[config.mk]
export PLATFORM = sky130hd
export DESIGN_NAME = clk_div_multi
export DESIGN_NICKNAME = d
export VERILOG_FILES = /design/src/rtl/clk_div_pkg.sv /design/src/rtl/clk_div_ch.sv /design/src/rtl/clk_div_multi.sv
export SDC_FILE = /design/constraint.sdc
export NUM_CORES = 1
export LEC_CHECK = 0
export ABC_AREA = 1
export BUFFER_PORTS_ARGS = -buffer_cell sky130_fd_sc_hd__buf_2
export CAP_MARGIN = 20
export CORE_MARGIN = 2
export CORE_UTILIZATION = 30
export CTS_CLUSTER_SIZE = 20
export DETAILED_ROUTE_END_ITERATION = 7
export GPL_TIMING_DRIVEN = 0
export MAX_ROUTING_LAYER = met4
export SLEW_MARGIN = 15
export SYNTH_ARGS = -nofsm -noshare
export SYNTH_HDL_FRONTEND = slang
export SYNTH_SLANG_ARGS = --single-unit
[constraint.sdc]
create_clock -name clk -period 2.7 [get_ports clk]
set_clock_uncertainty 0.1 [all_clocks]
set_input_delay 0.54 -clock clk [delete_from_list [all_inputs] [get_ports clk]]
set_output_delay 0.54 -clock clk [all_outputs]
set_load 0.03 [all_outputs]
[src/rtl/clk_div_pkg.sv]
// Shared defaults and types for the multi-channel clock-enable generator.
// Latency: n/a (declarations only).
// Backpressure: n/a.
package clk_div_pkg;

  localparam int CNT_W_DEF       = 32;
  localparam int DEFAULT_DIV_DEF = 50_000_000;

  // Divisor / counter word at the default width.
  typedef logic [CNT_W_DEF-1:0] div_t;

  // Width of a channel index; a single channel still needs a 1-bit port.
  function automatic int ch_idx_w(input int n);
    return (n > 1) ? $clog2(n) : 1;
  endfunction

endpackage

[src/rtl/clk_div_ch.sv]
// One clock-enable channel: counter, shadow/active divisor, tick pulse and square wave.
// Latency: tick/sq registered, high in the cycle after the terminal-count edge; divisor write effective at next TC or 1 edge on bypass.
// Backpressure: none; free-running, writes are always accepted.
module clk_div_ch #(
  parameter int               CNT_W   = 32,
  parameter logic [CNT_W-1:0] RST_DIV = '1
) (
  input  logic             clk,
  input  logic             rst_n,
  input  logic             en_i,
  input  logic             sync_i,
  input  logic             we_i,
  input  logic [CNT_W-1:0] val_i,
  output logic             tick_o,
  output logic             sq_o
);

  logic [CNT_W-1:0] cnt_q, cnt_d;
  logic [CNT_W-1:0] act_q, act_d;
  logic [CNT_W-1:0] shd_q, shd_d;
  logic             tick_q, tick_d;
  logic             sq_q, sq_d;
  logic             act_zero;
  logic [CNT_W-1:0] act_m1;
  logic             tc;

  assign act_zero = (act_q == '0);
  // Only meaningful when act_q != 0; tc is gated by act_zero so wrap at 0 is harmless.
  assign act_m1   = act_q - CNT_W'(1);
  assign tc       = en_i && !act_zero && (cnt_q == act_m1);

  // Next-state: sync beats everything, a zero divisor parks the channel, TC reloads from shadow.
  always_comb begin
    cnt_d  = cnt_q;
    act_d  = act_q;
    shd_d  = we_i ? val_i : shd_q;
    tick_d = 1'b0;
    sq_d   = sq_q;
    if (sync_i) begin
      cnt_d = '0;
      sq_d  = 1'b0;
      act_d = we_i ? val_i : shd_q;
    end else if (act_zero) begin
      cnt_d = '0;
      if (we_i) begin
        act_d = val_i;
      end
    end else if (tc) begin
      cnt_d  = '0;
      tick_d = 1'b1;
      sq_d   = ~sq_q;
      act_d  = we_i ? val_i : shd_q;
    end else if (en_i) begin
      cnt_d = cnt_q + CNT_W'(1);
    end
  end

  // Channel state register; reset drops counts and any pending shadow write.
  always_ff @(posedge clk or negedge rst_n) begin
    if (!rst_n) begin
      cnt_q  <= '0;
      act_q  <= RST_DIV;
      shd_q  <= RST_DIV;
      tick_q <= 1'b0;
      sq_q   <= 1'b0;
    end else begin
      cnt_q  <= cnt_d;
      act_q  <= act_d;
      shd_q  <= shd_d;
      tick_q <= tick_d;
      sq_q   <= sq_d;
    end
  end

  assign tick_o = tick_q;
  assign sq_o   = sq_q;

endmodule

[src/rtl/clk_div_multi.sv]
// Multi-channel programmable clock-enable generator with glitch-free divisor updates and global sync.
// Latency: all outputs registered; wr_err one edge after a bad write; tick/sq per channel as in clk_div_ch.
// Backpressure: none; writes accepted every cycle, out-of-range channel writes dropped and flagged.
module clk_div_multi
  import clk_div_pkg::*;
#(
  parameter int   NUM_CH      = 4,
  parameter int   CNT_W       = CNT_W_DEF,
  parameter div_t DEFAULT_DIV = div_t'(DEFAULT_DIV_DEF),
  parameter int   CH_W        = ch_idx_w(NUM_CH)
) (
  input  logic              clk,
  input  logic              rst_n,
  input  logic              en,
  input  logic              sync,
  input  logic              div_we,
  input  logic [CH_W-1:0]   div_ch,
  input  logic [CNT_W-1:0]  div_val,
  output logic              wr_err,
  output logic [NUM_CH-1:0] tick,
  output logic [NUM_CH-1:0] sq
);

  localparam logic [CNT_W-1:0] RST_DIV = DEFAULT_DIV[CNT_W-1:0];

  logic              bad_ch;
  logic [NUM_CH-1:0] we_vec;
  logic              wr_err_q, wr_err_d;

  // A channel index only exists below NUM_CH; anything else is a software bug worth flagging.
  assign bad_ch   = (32'(div_ch) >= NUM_CH);
  assign wr_err_d = div_we && bad_ch;

  // One-hot write strobe to the addressed channel.
  always_comb begin
    we_vec = '0;
    for (int i = 0; i < NUM_CH; i++) begin
      we_vec[i] = div_we && (32'(div_ch) == i);
    end
  end

  // Bad-write flag, a single-cycle pulse per offending strobe.
  always_ff @(posedge clk or negedge rst_n) begin
    if (!rst_n) begin
      wr_err_q <= 1'b0;
    end else begin
      wr_err_q <= wr_err_d;
    end
  end

  assign wr_err = wr_err_q;

  for (genvar g = 0; g < NUM_CH; g++) begin : g_ch
    clk_div_ch #(
      .CNT_W   (CNT_W),
      .RST_DIV (RST_DIV)
    ) u_ch (
      .clk    (clk),
      .rst_n  (rst_n),
      .en_i   (en),
      .sync_i (sync),
      .we_i   (we_vec[g]),
      .val_i  (div_val),
      .tick_o (tick[g]),
      .sq_o   (sq[g])
    );
  end

endmodule

==> results.yml, run 1 <==
run_status:
  outcome: "complete, but fails checks"
  violations: "setup timing"
clock_tree:
  cts_max_path_buffers: 3
  clock-sinks: 392
  cts_tree: "yes"
  cts_root_buf: "clkbuf_16"
  insertion_delay_ns: 0.61
  cts_made_buffers: 48
  h-tree-depth: 2
  clk_pin_slew_worst_paths_ns: 0.07
floorplanning:
  core_sq_um: 80800
  die_area_sq_um: 84100
  die_w_um: 290
  initial_core_util: 0.304
  rows: 104
  ios: 48
  die_h_um: 290
yosys:
  synth.distinct_cells: 47
  synth.avg_cell_area_sq_um: 6.99
  synth_xor_area_frac: 0.0737
  syn_inst: 3509
  ys_seq_area_frac: 0.405
  synth_top_family_by_area: "simple AND/OR/NAND/NOR gates"
  synthAdderAreaFrac: 0.00612
  syn_nets: 3560
  synth_top_area_cell: "dfrtp_1"
  synth_compound_gate_area_share: 0.0751
  synth_mux_area_frac: 0
  synth_common_cells: "1,092 x nand2_1, 486 x nor2_1, 296 x dfrtp_1"
  synthTopCellsByArea: "dfrtp_1 30%, nand2_1 17%, dfstp_2 10%"
  synth-seq-cells: 392
  synth_top_area_frac: 0.302
  synth-simple-area-share: 0.369
  yosysMostFrequentCell: "nand2_1"
  synth_area_sq_um: 24500
  yosys_warnings: 0
  async_flop_share: 1.00
  synth_edf_count: 0
  synth_flop_cell: "dfrtp_1"
cells_and_area:
  fillers: 8291
  seq_area_sq_um: 9960
  final_cells: 4857
  syn2layout_area_growth_pct: 29.2
  multiInputGateArea_sq_um: 14900
  fin_nets: 3806
  drive_gt1_frac: 0.245
global_routing:
  grt_start_max_net_pins: 101
  grt_pass1_vias: 22500
  globalRouteOverflowTotal: 0
  antenna_found_initial: 2
  grt_use_total: 0.186
  grt_pass1_wl_mm: 123
route:
  first_pass_iters: 5
  vias: 24100
  viasPerCell: 4.97
  antenna_left: 0
  drt_iter0_markers: 1828
  drc: 0
  routed_wl_mm: 80.4
  drt-wirelength-per-cell_um: 16.6
sta:
  totalNegativeSetupSlack_ns: -5.62
  slew_headroom: 0.506
  fin_ws_ns: -0.109
  finalHoldViolations: 0
  setup_violations: 140
  fin_crit_sh: 1.04
  rsz0062_at_grt: "yes"
  slew_viol_final: 0
  layout_min_cycle_time_ns: 2.81
  tightest_slew_ns: 0.741
  fmax_mhz: 356
pwr:
  p_total_uw: 19200
  power_density_nw_per_um2: 605
  p_leak_uw: 0.0143
  ir_drop_mv: 0.440
critical_path:
  path_max_fanout: 10
  crit_chain: "clkbuf_2 -> nor2_2 -> inv_1 -> nor2_1 -> inv_1 -> clkbuf_1 -> nand2_1 -> xor2_1 -> nor2_2"
  crit_required_ns: 3.09
  critPathKind: "input pin to flip-flop"
  crit_path_end_kind: "flip-flop"
  start_kind: "input pin"
  cp_slowest_cell: "nor2_1"
  worst_path_largest_cell_delay_ns: 0.51
  arrival_ns: 3.20
placement:
  io_buffers: 45
  hpwl_mm: 56.7
  place_inst: 4618
  gp_congestion: 0.921
job:
  drv_cap: 0
min_path:
  hp-class: "input pin to asynchronous set/reset pin"
-- logic make-up (layout without fill, tap and decap cells) --
group / Yosys count / after routing
simple gates: 2126 / 2127
fa+ha+maj: 12 / 12
other cells: 1 / 3
xor+xnor: 205 / 205
compound gates: 356 / 356
buf+inv: 417 / 702
flops: 392 / 392
-- report_power, final --
part	switching, uW	total (uW)	internal, uW	leakage [uW]
Clock	2730	6590	3850	0.000773
Combinational	3170	5200	2030	0.00862
Sequential	697	7390	6700	0.00488
-- area by class of cell --
| class | count | share of cell area |
|---|---|---|
| inverter | 290 | 0.0348 |
| sequential | 392 | 0.314 |
| clock buffer | 74 | 0.0452 |
| clock inverter | 16 | 0.00493 |
| tap | 1060 | 0.0418 |
| multi-input combinational | 2701 | 0.469 |
| timing repair buffer | 196 | 0.0611 |
| antenna | 2 | 0.000158 |
| buffer | 126 | 0.0288 |
-- final timing paths --
kind                                         from                      to  slack [ns]  cells past startpoint
max reg2reg                 g_ch[1].u_ch.act_q[0]  g_ch[1].u_ch.cnt_q[18]       -0.10                     19
min reg2reg                g_ch[3].u_ch.act_q[21]  g_ch[3].u_ch.act_q[21]        0.38                      2
max in group asynchronous                   rst_n   g_ch[2].u_ch.act_q[8]        0.81                      4
max                                          sync  g_ch[0].u_ch.cnt_q[19]       -0.11                      9
min in group clk           g_ch[3].u_ch.act_q[21]  g_ch[3].u_ch.act_q[21]        0.38                      2
min                                         rst_n     g_ch[3].u_ch.tick_o        0.37                      2
-- worst max-delay path: cells and delay by family --
kind,cells,cell delay [ns]
xor+xnor,1,0.19
buf+inv,4,1.25
simple gates,4,1.20
-- flip-flops by register name, indices dropped and copies added (netlist names) --
| register | flops |
|---|---|
| g_ch.u_ch.cnt_q | 128 |
| g_ch.u_ch.sq_o | 4 |
| g_ch.u_ch.shd_q | 128 |
| g_ch.u_ch.tick_o | 4 |
| g_ch.u_ch.act_q | 128 |
-- layout by cell type (no fill, tap or decap), types with 29 or more instances in the layout --
| cell type | netlist | final |
|---|---|---|
| nand3_2 | 3 | 63 |
| xnor2_1 | 62 | 60 |
| nand2_2 | 10 | 140 |
| nand3_1 | 282 | 212 |
| nor2_2 | 19 | 92 |
| clkbuf_1 | 76 | 89 |
| inv_1 | 281 | 269 |
| clkbuf_16 | 0 | 68 |
| nand2_4 | 3 | 29 |
| nor3_1 | 81 | 68 |
| xor2_1 | 142 | 133 |
| nor2_1 | 486 | 356 |
| nor2_4 | 5 | 62 |
| buf_4 | 20 | 115 |
| a21oi_1 | 33 | 32 |
| buf_2 | 18 | 47 |
| dfrtp_1 | 296 | 271 |
| o21ai_0 | 294 | 278 |
| dfstp_2 | 96 | 96 |
| nand2_1 | 1092 | 930 |
| nand4_1 | 73 | 73 |
-- metal layers --
layer | routed length, um | share of wire | track usage | vias up
li1 | - | - | - | 11800
met1 | 37000 | 0.46 | 0.252 | 11600
met2 | 37100 | 0.46 | 0.288 | 593
met3 | 4120 | 0.051 | 0.0293 | 141
met4 | 2210 | 0.027 | 0.0508 | 0
met5 | 0 | 0 | - | -
-- metrics by stage --
step	worst slack (ns)	util	hold WS (ns)	cell area, sq um
after floorplan	0.275	-	0.144	24500
after global placement	-7.30	0.323	0.363	26100
after detailed placement	-1.48	0.324	0.367	26200
after CTS	-0.0336	0.358	0.341	28900
after global routing	-0.284	0.392	0.354	31700
final	-0.109	0.392	0.368	31700
-- repair_timing --
action / CTS / global route
endpoints found under the setup margin: 263 / 262
pin swaps: 44 / 141
hold buffers: 1 / 0
gates resized for setup: 189 / 506
gates cloned: 5 / 21
hold endpoints to repair: 63 / 0
buffers inserted: 54 / 68
No activity file was read; power rests on OpenSTA's default activity.
==> run 2, diff against run 1 <==
Settings changed: BUFFER_PORTS_ARGS -buffer_cell sky130_fd_sc_hd__buf_2 to -buffer_cell sky130_fd_sc_hd__clkbuf_2, GPL_ROUTABILITY_DRIVEN from default to 0.
==> results.yml, run 2 (synthesis results as in run 1) <==
floorplanning:
  die_w_um: 290
  die_area_sq_um: 84100
  initial_core_util: 0.304
  ios: 48
  die_h_um: 290
  core_sq_um: 80800
  rows: 104
route:
  first_pass_iters: 6
  drt_iter0_markers: 1856
  drt-wirelength-per-cell_um: 16.3
  routed_wl_mm: 78.8
  vias: 23900
  drc: 0
  antenna_left: 0
  viasPerCell: 4.95
global_routing:
  antenna_found_initial: 1
  globalRouteOverflowTotal: 0
  grt_pass1_vias: 22300
  grt_start_max_net_pins: 94
  grt_use_total: 0.183
  grt_pass1_wl_mm: 121
clock_tree:
  insertion_delay_ns: 0.59
  cts_max_path_buffers: 3
  cts_made_buffers: 44
  cts_root_buf: "clkbuf_16"
  cts_tree: "yes"
  clk_pin_slew_worst_paths_ns: 0.06
  clock-sinks: 392
  h-tree-depth: 2
cells_and_area:
  fin_nets: 3782
  drive_gt1_frac: 0.212
  finalInstanceArea_sq_um: 30700
  fin_util: 0.380
  final_cell_mix: "1,003 x nand2_1, 379 x nor2_1, 286 x o21ai_0"
  syn2layout_area_growth_pct: 25.2
  top_regs: "g_ch.u_ch.act_q (128), g_ch.u_ch.cnt_q (128), g_ch.u_ch.shd_q (128)"
  final_common_cell: "nand2_1"
pwr:
  p_seq_frac: 0.400
  power_frac_comb: 0.275
  p_total_uw: 18400
  p_leak_uw: 0.0139
  power_density_nw_per_um2: 598
  switchingPower_uw: 6290
  ir_drop_mv: 0.500
  p_clk_frac: 0.325
  swShare: 0.343
  p_int_uw: 12100
placement:
  placed_area_sq_um: 26200
  io_buffers: 45
  dpl_worst_slack_ns: -1.46
  hpwl_mm: 56.0
critical_path:
  rr_worst_depth: 17
  worst-path-buf-inv: 4
  crit_chain: "inv_2 -> ha_4 -> nand2_4 -> nor2_4 -> buf_4 -> nand2_1 -> a21oi_2 -> nand2_1 -> nor2_1 -> nand3_1 -> nor2_2 -> nand3_2 -> nand3_4 -> buf_12 -> clkbuf_16 -> nand3_1 -> nand2_1"
  crit_start: "g_ch[0].u_ch.act_q[0]"
  critPathKind: "flip-flop to flip-flop"
  crit_required_ns: 3.11
  path_delay_family: "simple AND/OR/NAND/NOR gates"
  cp_num_cells: 17
  r2r_start: "g_ch[0].u_ch.act_q[0]"
  worst_path_largest_cell_delay_ns: 0.44
  crit_path_end_kind: "flip-flop"
  crit_path_frequent_cell: "nand2_1"
  cp_slowest_cell: "dfrtp_1"
  start_kind: "flip-flop"
  path_max_fanout: 8
  arrival_ns: 3.23
min_path:
  hold_depth: 2
  min_from: "sync"
  hp-class: "input pin to flip-flop"
run_status:
  outcome: "complete, but fails checks"
  violations: "setup timing"
sta:
  totalNegativeSetupSlack_ns: -5.61
  slew_headroom: 0.489
  setup_violations: 124
  tightest_slew_ns: 0.767
  fin_crit_sh: 1.04
  fmax_mhz: 356
  fin_ws_ns: -0.112
  rsz0062_at_grt: "yes"
  layout_min_cycle_time_ns: 2.81
  slew_viol_final: 0
  finalHoldViolations: 0
job:
  drv_cap: 0
## run 2: changes by cell type in the layout (fill, tap and decap cells not counted), sizes merged
| cell | delta |
|---|---|
| buf | -58 |
| diode | -1 |
| clkbuf | +34 |
| inv | -1 |
| nand3 | -1 |
| clkinvlp | -3 |
| bufinv | -1 |
## run 2: routing by layer
metal / up-vias / track usage / routed length, um
met5: - / - / 0
met3: 131 / 0.0270 / 4720
met2: 731 / 0.284 / 36000
met4: 0 / 0.0537 / 2030
met1: 11300 / 0.247 / 36000
li1: 11700 / - / -
## run 2: stage by stage
stage                     instances  hold WS [ns]
after floorplan                3509         0.144
after global placement         4614         0.369
after detailed placement       4618         0.368
after CTS                      4763         0.355
after global routing           4825         0.381
final                          4826         0.387
## run 2: worst paths after layout
path,endpoint,slack [ns]
setup / recovery,g_ch[0].u_ch.act_q[30],-0.11
hold / removal,g_ch[1].u_ch.tick_o,0.39
setup reg to reg,g_ch[0].u_ch.act_q[30],-0.11
hold reg to reg,g_ch[3].u_ch.shd_q[1],0.40
max in group asynchronous,g_ch[0].u_ch.act_q[25],0.38
min in group asynchronous,g_ch[3].u_ch.cnt_q[27],0.45
## run 2: final cells by class
type	count	area, sq um
Antenna cell	1	2.50
Buffer	126	877
Clock buffer	69	1320
Clock inverter	11	82.6
Fill cell	8298	50100
Inverter	290	1090
Multi-Input combinational cell	2700	14500
Sequential cell	392	9950
Tap cell	1060	1330
Timing Repair Buffer	177	1630
## run 2: repair_timing
| item | 4_1_cts | 5_1_grt |
|---|---|---|
| gates resized for setup | 183 | 358 |
| setup endpoints to repair | 262 | 262 |
| hold endpoints to repair | 64 | 0 |
| hold buffers | 1 | 0 |
| pin swaps | 30 | 138 |
| buffers inserted | 61 | 46 |
| cloned | 4 | 17 |
## run 2: power groups by stage
stage / clock [uW] / sequential, uW / combinational [uW]
3_3_place_gp: 0 / 7370 / 3860
2_1_floorplan: 0 / 7150 / 2940
4_1_cts: 6110 / 7300 / 4420
6_report: 5970 / 7340 / 5060
3_5_place_dp: 0 / 7380 / 3920
5_1_grt: 6320 / 7410 / 5640
